===== src/rtl/bcd_pkg.sv =====
// Shared types and default sizing for the BCD-to-binary converter.
package bcd_pkg;

  localparam int BCD_DIGITS = 4;
  localparam int BCD_BIN_W  = 14;
  localparam int DIGIT_W    = 4;

  typedef enum logic {
    IDLE  = 1'b0,
    SHIFT = 1'b1
  } state_t;

endpackage


===== src/rtl/bcd_digit_adj.sv =====
// Reverse double-dabble correction for one BCD digit: subtract 3 when the digit is 8 or more.
module bcd_digit_adj
  import bcd_pkg::*;
(
  input  logic [DIGIT_W-1:0] d,
  output logic [DIGIT_W-1:0] q
);

  assign q = (d >= 4'd8) ? d - 4'd3 : d;

endmodule


===== src/rtl/bcd_to_bin.sv =====
// Sequential BCD-to-binary converter (reverse double-dabble, one bit per clock).
// Define BCD_TO_BIN_CHECK_EN to reject input words holding a digit above 9.
module bcd_to_bin
  import bcd_pkg::*;
#(
  parameter int DIGITS = BCD_DIGITS,
  parameter int BIN_W  = BCD_BIN_W
) (
  input  logic                    clk,
  input  logic                    rst,
  input  logic                    en,
  input  logic [DIGIT_W*DIGITS-1:0] bcd,
  output logic [BIN_W-1:0]        bin,
  output logic                    rdy,
  output logic                    busy,
  output logic                    err
);

  localparam int BCD_W = DIGIT_W * DIGITS;
  localparam int CNT_W = $clog2(BIN_W + 1);
  localparam logic [CNT_W-1:0] LAST = CNT_W'(BIN_W - 1);

  state_t            state;
  logic [BCD_W-1:0]  bcd_r;
  logic [BIN_W-1:0]  bin_r;
  logic [CNT_W-1:0]  cnt;

  logic [BCD_W-1:0]  bcd_sh;
  logic [BCD_W-1:0]  bcd_adj;
  logic [BIN_W-1:0]  bin_sh;

  // One-bit logical right shift across the whole {bcd_r, bin_r} register.
  assign bcd_sh = {1'b0, bcd_r[BCD_W-1:1]};
  assign bin_sh = {bcd_r[0], bin_r[BIN_W-1:1]};

  for (genvar g = 0; g < DIGITS; g++) begin : g_adj
    bcd_digit_adj u_adj (
      .d (bcd_sh [g*DIGIT_W +: DIGIT_W]),
      .q (bcd_adj[g*DIGIT_W +: DIGIT_W])
    );
  end

`ifdef BCD_TO_BIN_CHECK_EN
  logic bad;
  logic err_q;

  // NOTE: default assignment first so the loop below can never infer a latch.
  always_comb begin
    bad = 1'b0;
    for (int i = 0; i < DIGITS; i++) begin
      if (bcd[i*DIGIT_W +: DIGIT_W] > 4'd9) bad = 1'b1;
    end
  end

  assign err = err_q;
`else
  assign err = 1'b0;
`endif

  // NOTE: all state is sequential, so only non-blocking assignments appear here.
  always_ff @(posedge clk or posedge rst) begin
    if (rst) begin
      state <= IDLE;
      bcd_r <= '0;
      bin_r <= '0;
      cnt   <= '0;
      bin   <= '0;
      rdy   <= 1'b0;
      busy  <= 1'b0;
`ifdef BCD_TO_BIN_CHECK_EN
      err_q <= 1'b0;
`endif
    end else begin
      rdy <= 1'b0;
      case (state)
        IDLE: begin
          if (en) begin
`ifdef BCD_TO_BIN_CHECK_EN
            if (bad) begin
              // Invalid word: report immediately and never enter SHIFT.
              bin   <= '0;
              err_q <= 1'b1;
              rdy   <= 1'b1;
            end else begin
              bcd_r <= bcd;
              bin_r <= '0;
              cnt   <= '0;
              busy  <= 1'b1;
              state <= SHIFT;
            end
`else
            bcd_r <= bcd;
            bin_r <= '0;
            cnt   <= '0;
            busy  <= 1'b1;
            state <= SHIFT;
`endif
          end
        end
        SHIFT: begin
          bcd_r <= bcd_adj;
          bin_r <= bin_sh;
          cnt   <= cnt + 1'b1;
          if (cnt == LAST) begin
            bin   <= bin_sh;
            rdy   <= 1'b1;
            busy  <= 1'b0;
            state <= IDLE;
`ifdef BCD_TO_BIN_CHECK_EN
            err_q <= 1'b0;
`endif
          end
        end
        default: state <= IDLE;
      endcase
    end
  end

endmodule


===== config.mk =====
export PLATFORM = sky130hd
export DESIGN_NAME = bcd_to_bin
export DESIGN_NICKNAME = d
export VERILOG_FILES = /design/src/rtl/bcd_pkg.sv /design/src/rtl/bcd_digit_adj.sv /design/src/rtl/bcd_to_bin.sv
export SDC_FILE = /design/constraint.sdc
export NUM_CORES = 1
export LEC_CHECK = 0
export CORE_UTILIZATION = 53
export CTS_BUF_LIST = sky130_fd_sc_hd__clkbuf_8
export DETAILED_ROUTE_END_ITERATION = 8
export HOLD_SLACK_MARGIN = 0.06
export PLACE_DENSITY_LB_ADDON = 0.12
export SLEW_MARGIN = 20
export SYNTH_ARGS = -nofsm -noshare
export SYNTH_HDL_FRONTEND = slang
export SYNTH_SLANG_ARGS = --single-unit

===== constraint.sdc =====
create_clock -name clk -period 3.33 [get_ports clk]
set_input_delay 0.666 -clock clk [delete_from_list [all_inputs] [get_ports clk]]
set_output_delay 0.666 -clock clk [all_outputs]
set_load 0.1 [all_outputs]

==> summary.txt <==
Final layout
  – Finished Cell Area: between 2000 and 3000 sq um
  – Multi-input gate area in the final layout: 903.4 sq um
  – Leading cell types in the layout, fill and taps excluded: nand2_1, dfrtp_1, o21ai_0
  – Commonest non-fill, non-tap cell in the layout: nand2_1
  – # fillers: roughly 350
  – Non-filler instance count after layout: 317
  – Share of post-route cells with drive strength above 1: 11.24%
  – Area taken by flip-flops and latches: 1251 sq um
  – P&R area growth vs syn: 18.72%
  – Net count, final: 293
  – Final antenna diode count: 0

Placed design
  – Placed instance area: about 2600 sq um
  – Count of buffers from port buffering: 34
  – Setup slack after placement: 1101 ps
  – Number of placed instances with taps included: 309
  – Global placer's final weighted congestion: between 0.7 and 0.8
  – Half-perimeter wire length of the detailed placement result: 2814 microns

Die
  – Horizontal die dimension: 67.30 microns
  – Vert. Die Dim: 67.30 microns
  – Placeable core area: ~4000 sq um
  – Overall die area: 4529 sq um
  – Effective utilization at floorplan: between 50% and 60%
  – Boundary Pins: 36
  – Std-Cell Rows: 23

Pwr
  – Share of power burned in combinational logic: 48.1%
  – Sequential cell fraction of total power: 38.5%
  – Power density over cell area: 1045 nW/um^2
  – Maximum ir drop on the vdd rail: 0.0005413 V
  – Fraction of power consumed by the clock network: 13.4%
  – Internal power: about 1.4 mW
  – Switching power: 1.392 mW
  – Fraction of power spent switching nets: 49.63%
  – Lkg Pwr: ~1.4 nW

Clock network
  – Clock slew at reported path FFs: 110 ps
  – Clock buffers created by TritonCTS: 5
  – CTS Hold Buffers Added: 0
  – Setup bufs post-CTS: 0
  – Post_cts resized: 0
  – Clk root buf: clkbuf_8
  – Max Buffers Root-to-Sink: 2
  – Count of clock tree sinks: 50
  – CTS H-Tree Depth: 2
  – Insertion delay of the later-clocked pin in the worst-skew pair: around 320 ps
  – TritonCTS clock tree: built

Global route
  – First-pass GRT wire length: 7072 microns
  – Via count of the first global-routing pass: 1543
  – Number of antenna violations at the first check in global routing: 0
  – Global router's overall resource usage: 21.54%
  – Pin count of the biggest net entering global routing: 36
  – Remaining global-route overflow: 0

Worst setup path
  – Crit path max-delay family: buffers and inverters
  – CP Cell Sequence: clkdlybuf4s50_1
  – Type of element launching the critical path: flop
  – Required time of the critical path: 2660 ps
  – Critical path class: flop to output port
  – Peak fanout along the critical path: 1
  – Worst path max stage delay: about 1100 ps
  – Nature of the critical path endpoint: output port
  – Critical path arrival: approximately 1800 ps
  – Number of buffers and inverters on the critical path: 1
  – Worst-path cell with the longest stage delay: clkdlybuf4s50_1

Logic synthesis
  – Summed instance area of the synthesized netlist: 2260 sq um
  – Count of yosys warnings during synthesis: 0
  – Post-synthesis cell count: 233
  – Synthesized area per cell: slightly below 10 sq um
  – Share of synthesized area occupied by flip-flops and latches: 55.37%
  – Count of distinct cell types in the synthesized netlist: 26
  – Post-Synthesis Net Count: 260
  – Flip-flop and latch count after synthesis: 50

Routing
  – Sum of routed wire length over all layers: roughly 4200 microns
  – Avg WL per Cell: 13.22 microns
  – Remaining routing DRC violations: 0
  – Number of violations reported at the end of detailed-routing iteration 0: 106
  – Per-cell via count in the routed design: 5.233
  – Post-detailed-route count of antenna-violating nets: 0
  – First-pass DRT Iterations: 4
  – Total number of vias: 1659

STA
  – Slew at the pin closest to its max-slew limit: between 900 and 1000 ps
  – Final setup violation count: 0
  – Achievable frequency: 412.0 MHz
  – Final worst setup slack: roughly 900 ps
  – Endpoints failing hold: 0
  – Layout Skew: 13.30 ps
  – Setup repair after global routing missed its margin: false
  – Final cycle utilization of the critical path: 72.90%
  – Slew HR: 35.91%
  – Max Slew Vio Count: 0
  – Clock period minus worst slack: 2427 ps
  – Sum Neg Setup Slack: 0 ps

Run status
  – Outcome: finished clean

Hold path
  – Worst min-delay path category: flop to flop

Run
  – Number of max-cap violations: 0
[synthesized netlist by cell type]
cell type  instances  area [sq um]
xor2_1             3         26.28
buf_6              1         11.26
inv_2              1         3.750
nand4_2            1         12.51
clkbuf_1           1         3.750
mux2i_1           10         100.1
o21ai_0           20         100.1
dfrtp_1           50          1251
a31oi_1            1         6.260
nand3_1            1         5.000
nand2b_1           1         6.260
ha_1               8         100.1
o211a_1            6         60.06
nor2b_1            4         25.02
buf_2              9         45.04
inv_1              9         33.78
nor2_1             7         26.28
a22o_1             3         26.28
nand4_1            1         6.260
nand2_1           78         292.8
a311oi_1           2         17.52
conb_1             1         3.750
xnor2_1            4         35.03
a21oi_1            7         35.03
buf_4              1         7.510
o22ai_1            3         18.77
[sequential cells by signal, indices dropped and copies added, names as in the netlist]
signal,flops
busy,1
rdy,1
cnt,4
bin_r,13
state,1
bcd_r,16
bin,14
[power groups by stage]
stage                     Sequential, mW  Combinational, mW  Clock (mW)
after floorplan                     1.62              0.536           0
after global placement              1.09               1.33           0
after detailed placement            1.09               1.35           0
after CTS                           1.08               1.36       0.378
after global routing                1.12               1.46       0.404
final                               1.08               1.35       0.375
[metrics by stage]
step / power (mW) / util, % / hold WS (ps)
2_1_floorplan: 2.152 / - / 439.6
3_3_place_gp: 2.423 / 63.77 / 460.8
3_5_place_dp: 2.448 / 63.77 / 463.8
4_1_cts: 2.821 / 66.11 / 488.2
5_1_grt: 2.989 / 66.11 / 513.6
6_report: 2.804 / 66.11 / 482.3
[cell families (layout without fill, tap and decap cells)]
logic type	after synthesis	count (layout)	synth area share, %
and+or+nand+nor	93	93	16.56
adders and majority gates	8	8	4.430
other	1	1	0.1660
muxes	10	10	4.430
AOI/OAI and AO/OA	42	42	11.68
DFF	50	50	55.37
xor gates and xnor gates	7	7	2.713
buffers and inverters	22	56	4.651
[area by class of cell]
class                      instances  share of cell area [%]
tap                               50                   2.332
inverter                          10                   1.399
multi-input combinational        161                   33.68
timing repair buffer              38                   12.41
clock inverter                     3                  0.9795
sequential                        50                   46.64
clock buffer                       5                   2.565
[layer usage]
metal	vias to the layer above	GRT usage [%]	routed length, microns
met2	40	32.63	1814
met1	783	30.55	2128
met3	8	4.054	180
met4	0	8.245	68
met5	-	0	0
li1	828	-	-
[final timing paths]
kind                       slack, ps   start      end  depth (start not counted)
setup / recovery                 900     rdy      rdy                          1
hold / removal                   480  bin[9]   bin[9]                          2
setup reg to reg                1720  cnt[1]   bin[1]                          6
hold reg to reg                  480  bin[9]   bin[9]                          2
max in group asynchronous       2080     rst     busy                          3
min in group asynchronous        650     rst  bin[12]                          2
[worst min-delay path, cell delays in order (launching register included)]
cell	delay [ps]
dfrtp_1	360
nand2_1	50
nand2_1	50
No activity file was read; power rests on OpenSTA's default activity.
